[src/rtl/counter_pkg.sv]
// Shared types and constants for the counter library (up counters and the
// mod-N down timer).
package counter_pkg;

   // Default datapath width used by the counters when no override is given.
   localparam int COUNTER_DEFAULT_WIDTH = 8;

   // Down-timer control states.
   typedef enum logic [1:0] {
      TMR_IDLE = 2'd0,
      TMR_RUN  = 2'd1,
      TMR_DONE = 2'd2
   } timer_state_t;

endpackage : counter_pkg

[src/rtl/modn_down_timer.sv]
// Loadable mod-N down counter/timer. An accepted start latches load_val as
// the terminal value N-1. Each enabled tick in RUN moves the count one step
// toward zero. The tick that consumes count==0 raises a one-cycle tc pulse.
// After that tick the timer either reloads and keeps running, or parks in DONE.
module modn_down_timer
   import counter_pkg::*;
#(
   parameter int WIDTH = COUNTER_DEFAULT_WIDTH
) (
   input  logic             clk,
   input  logic             rst,
   input  logic             start,
   input  logic             stop,
   input  logic             en,
   input  logic             auto_reload,
   input  logic [WIDTH-1:0] load_val,
   output logic [WIDTH-1:0] count,
   output logic             busy,
   output logic             tc,
   output logic             done
);

   timer_state_t     r_state;
   logic [WIDTH-1:0] r_count;
   logic [WIDTH-1:0] r_reload;
   logic             r_tc;

   timer_state_t     w_stateNext;
   logic [WIDTH-1:0] w_countNext;
   logic [WIDTH-1:0] w_reloadNext;
   logic             w_tcNext;

   // Register state, count, reload value and tc pulse; synchronous reset clears all.
   always_ff @(posedge clk) begin
      if (rst) begin
         r_state  <= TMR_IDLE;
         r_count  <= '0;
         r_reload <= '0;
         r_tc     <= 1'b0;
      end else begin
         r_state  <= w_stateNext;
         r_count  <= w_countNext;
         r_reload <= w_reloadNext;
         r_tc     <= w_tcNext;
      end
   end

   // Next-state and datapath decisions, priority stop > start > en tick.
   always_comb begin
      w_stateNext  = r_state;
      w_countNext  = r_count;
      w_reloadNext = r_reload;
      w_tcNext     = 1'b0;

      unique case (r_state)
         TMR_IDLE: begin
            if (start) begin
               w_reloadNext = load_val;
               w_countNext  = load_val;
               w_stateNext  = TMR_RUN;
            end
         end

         TMR_RUN: begin
            if (stop) begin
               w_stateNext = TMR_IDLE;
            end else if (start) begin
               w_reloadNext = load_val;
               w_countNext  = load_val;
            end else if (en) begin
               if (r_count == '0) begin
                  w_tcNext = 1'b1;
                  if (auto_reload) begin
                     w_countNext = r_reload;
                  end else begin
                     w_stateNext = TMR_DONE;
                  end
               end else begin
                  w_countNext = r_count - WIDTH'(1);
               end
            end
         end

         TMR_DONE: begin
            if (stop) begin
               w_stateNext = TMR_IDLE;
            end else if (start) begin
               w_reloadNext = load_val;
               w_countNext  = load_val;
               w_stateNext  = TMR_RUN;
            end
         end

         default: begin
            w_stateNext = TMR_IDLE;
         end
      endcase
   end

   assign count = r_count;
   assign busy  = (r_state == TMR_RUN);
   assign done  = (r_state == TMR_DONE);
   assign tc    = r_tc;

endmodule : modn_down_timer

[config.mk]
export PLATFORM = sky130hd
export DESIGN_NAME = modn_down_timer
export DESIGN_NICKNAME = d
export VERILOG_FILES = /design/src/rtl/counter_pkg.sv /design/src/rtl/modn_down_timer.sv
export SDC_FILE = /design/constraint.sdc
export NUM_CORES = 1
export LEC_CHECK = 0
export ABC_AREA = 1
export CAP_MARGIN = 20
export CORE_ASPECT_RATIO = 1.1
export CORE_UTILIZATION = 30
export DETAILED_ROUTE_END_ITERATION = 8
export GPL_ROUTABILITY_DRIVEN = 0
export GPL_TIMING_DRIVEN = 0
export PLACE_DENSITY = 0.54
export SYNTH_ARGS = -nofsm -noshare
export SYNTH_HDL_FRONTEND = slang
export SYNTH_SLANG_ARGS = --single-unit
[constraint.sdc]
create_clock -name clk -period 3.58 [get_ports clk]
set_clock_uncertainty 0.2 [all_clocks]
set_input_delay 0.358 -clock clk [delete_from_list [all_inputs] [get_ports clk]]
set_output_delay 0.358 -clock clk [all_outputs]
set_load 0.01 [all_outputs]
==> out/results.tsv <==
metric	value	unit
r2r_cells	9	
synthTopCellsByArea	dfxtp_1 30%, nand2_1 18%, nor2_1 10%	
layout.cells.non_filler	285	
syn_inst	205	
wl	3.06	mm
grt_use_met3	1.96	%
antenna_found_initial	0	
first_global_vias	1247	
fin_setup_tns	0	ns
syn_area_per_cell	6.19	µm²
wl_per_cell	10.7	µm
synth_top_area_share	30.0	%
cts-hold-fix-buffers	0	
clock.fmax	453	MHz
drive_gt1_share	6.44	%
die_w	64.0	µm
ant_nets	0	
clock_latency	0.26	ns
setup_viol	0	
power_switching	0.375	mW
share_comb_of_total_power	50.0	%
critPathRequiredTime	3.02	ns
clk_pin_slew_worst_paths	0.07	ns
cp_max_fo	6	
yosysUniqueCellTypes	22	
maxSlewHeadroom	67.1	%
cts_buffer_depth	2	
postCtsSetupBuffers	0	
clock-sinks	19	
p_clk_share	17.5	%
vias	1277	
multiInputGateArea	766	µm²
design.die.area	4500	µm²
period_share	61.7	%
grt-busiest-layer	met2	
cts_tree	done	
peakVddDrop	0.177	mV
cell_internal_pwr	0.515	mW
crit_type	flop to output port	
root_buffer	clkbuf_8	
syn_nets	225	
rows	24	
cp-end-kind	output port	
cp-start-kind	flop	
cp.depth	3	
syn-cell-area	1270	µm²
slowest_delay	0.60	ns
yosysMostFrequentCell	nand2_1	
gr-usage-all-layers	15.3	%
p_leak	0.754	nW
fin_crit	2.21	ns
grt_overflow_total	0	
ys_seq_area_share	30.0	%
critical-path-top-delay-family	buffers and inverters	
yosys_warnings	0	
final_nets	254	
cts_inserted_buffers	3	
arrival	1.65	ns
synth_top_flop_cell	dfxtp_1	
ff_latch_area	380	µm²
synth_area_leader_cell	dfxtp_1	
final_hold_viol_count	0	
via_per_inst	4.48	
rsz0062_at_grt	no	
report.power.total	0.890	mW
crit_buf_inv	2	
nFillCells	473	
area_growth	27.6	%
h-tree-depth	1	
min_path_type	flop to flop	
route.detailed.drc	0	
final_max_slew_viol_count	0	
start_util	31.6	%
p_per_area	550	nW/µm²
synth_edf_count	0	
path_cells	inv_1, ha_1, clkdlybuf4s50_1	
met2_usage	24.2	%
whs_path_depth	2	
drv_cap	0	
p_seq_share	32.5	%
dr.pass1.iters	4	
grt_pass1_wl	5.46	mm
async_reset_ff_share	0	%
ioPinCount	25	
post-place-cells	281	
worstMarginPinSlew	0.494	ns
use_met1	20.9	%
chipHeight	70.2	µm
cp_slowest_cell	clkdlybuf4s50_1	
switching_share	42.2	%
place.detailed.hpwl	2.41	mm
grt_max_degree	11	
io_buffers	24	
n_antenna_cell	0	
cts_resized	0	
core-area	4020	µm²
synth_commonest_cells	61 x nand2_1, 35 x nor2_1, 24 x inv_1	
synth-seq-cells	19	
status	complete, no violations	
drt_iter0_markers	57	
[flip-flops by register name, indices dropped and copies added (netlist names)]
register	cells
count	8
r_reload	8
r_state	2
tc	1
[power groups by stage]
stage | clock, mW | sequential [mW] | combinational, mW
6_report | 0.156 | 0.289 | 0.446
3_3_place_gp | 0 | 0.294 | 0.449
4_1_cts | 0.163 | 0.289 | 0.449
3_5_place_dp | 0 | 0.294 | 0.447
2_1_floorplan | 0 | 0.297 | 0.308
5_1_grt | 0.171 | 0.296 | 0.512
[worst reg2reg max path: cells and delay by family (launching register included)]
family	cells	cell delay [ns]
buf+inv	3	0.45
flops	1	0.39
fa+ha+maj	1	0.32
compound gates	2	0.26
simple gates	3	0.24
[layout by cell type (no fill, tap or decap), drive strengths merged]
cell,count
nor3,1
o21ai,12
ha,6
nand3b,1
inv,27
a21oi,12
dfxtp,19
xnor2,1
clkdlybuf4s50,24
nand3,15
clkbuf,7
o211ai,1
nand4,4
nand2,63
nor2,39
buf,1
[cells by family after synthesis]
group	Yosys count	synth area share, %
flip-flops	19	30.0
XOR/XNOR	1	0.690
AO/OA/AOI/OAI	25	10.0
buffers and inverters	31	9.75
adder cells (fa/ha/maj)	6	5.91
AND/OR/NAND/NOR	123	43.6
[per-layer routing]
metal  routed length, µm  part of all wire [%]  up-vias
li1                    -                     -      697
met1                1590                    52      554
met3                  75                   2.5        4
met2                1350                    44       22
met5                   0                     0        -
met4                  38                   1.2        0
[final timing paths]
path,slack [ns],start,to
setup / recovery,1.37,r_state[1],busy
hold / removal,0.26,r_reload[7],r_reload[7]
setup reg to reg,1.61,r_state[0],r_reload[1]
hold reg to reg,0.26,r_reload[7],r_reload[7]
[final cells by class]
class                      count  share of cell area [%]
clock buffer                   4                    2.78
timing repair buffer          24                    14.8
buffer                         4                    1.39
multi-input combinational    155                    47.3
inverter                      27                    6.25
sequential                    19                    23.5
tap                           52                    4.02
[through the flow]
| step | instance area, µm² | hold slack, ns | utilization [%] | setup WS [ns] |
|---|---|---|---|---|
| floorplan | 1270 | 0.229 | - | 1.84 |
| global placement | 1580 | 0.242 | 39.1 | 1.48 |
| detailed placement | 1580 | 0.250 | 39.1 | 1.48 |
| CTS | 1620 | 0.262 | 40.3 | 1.35 |
| global route | 1620 | 0.277 | 40.3 | 1.28 |
| finish | 1620 | 0.258 | 40.3 | 1.37 |
Power figures use the tool's default switching activity.
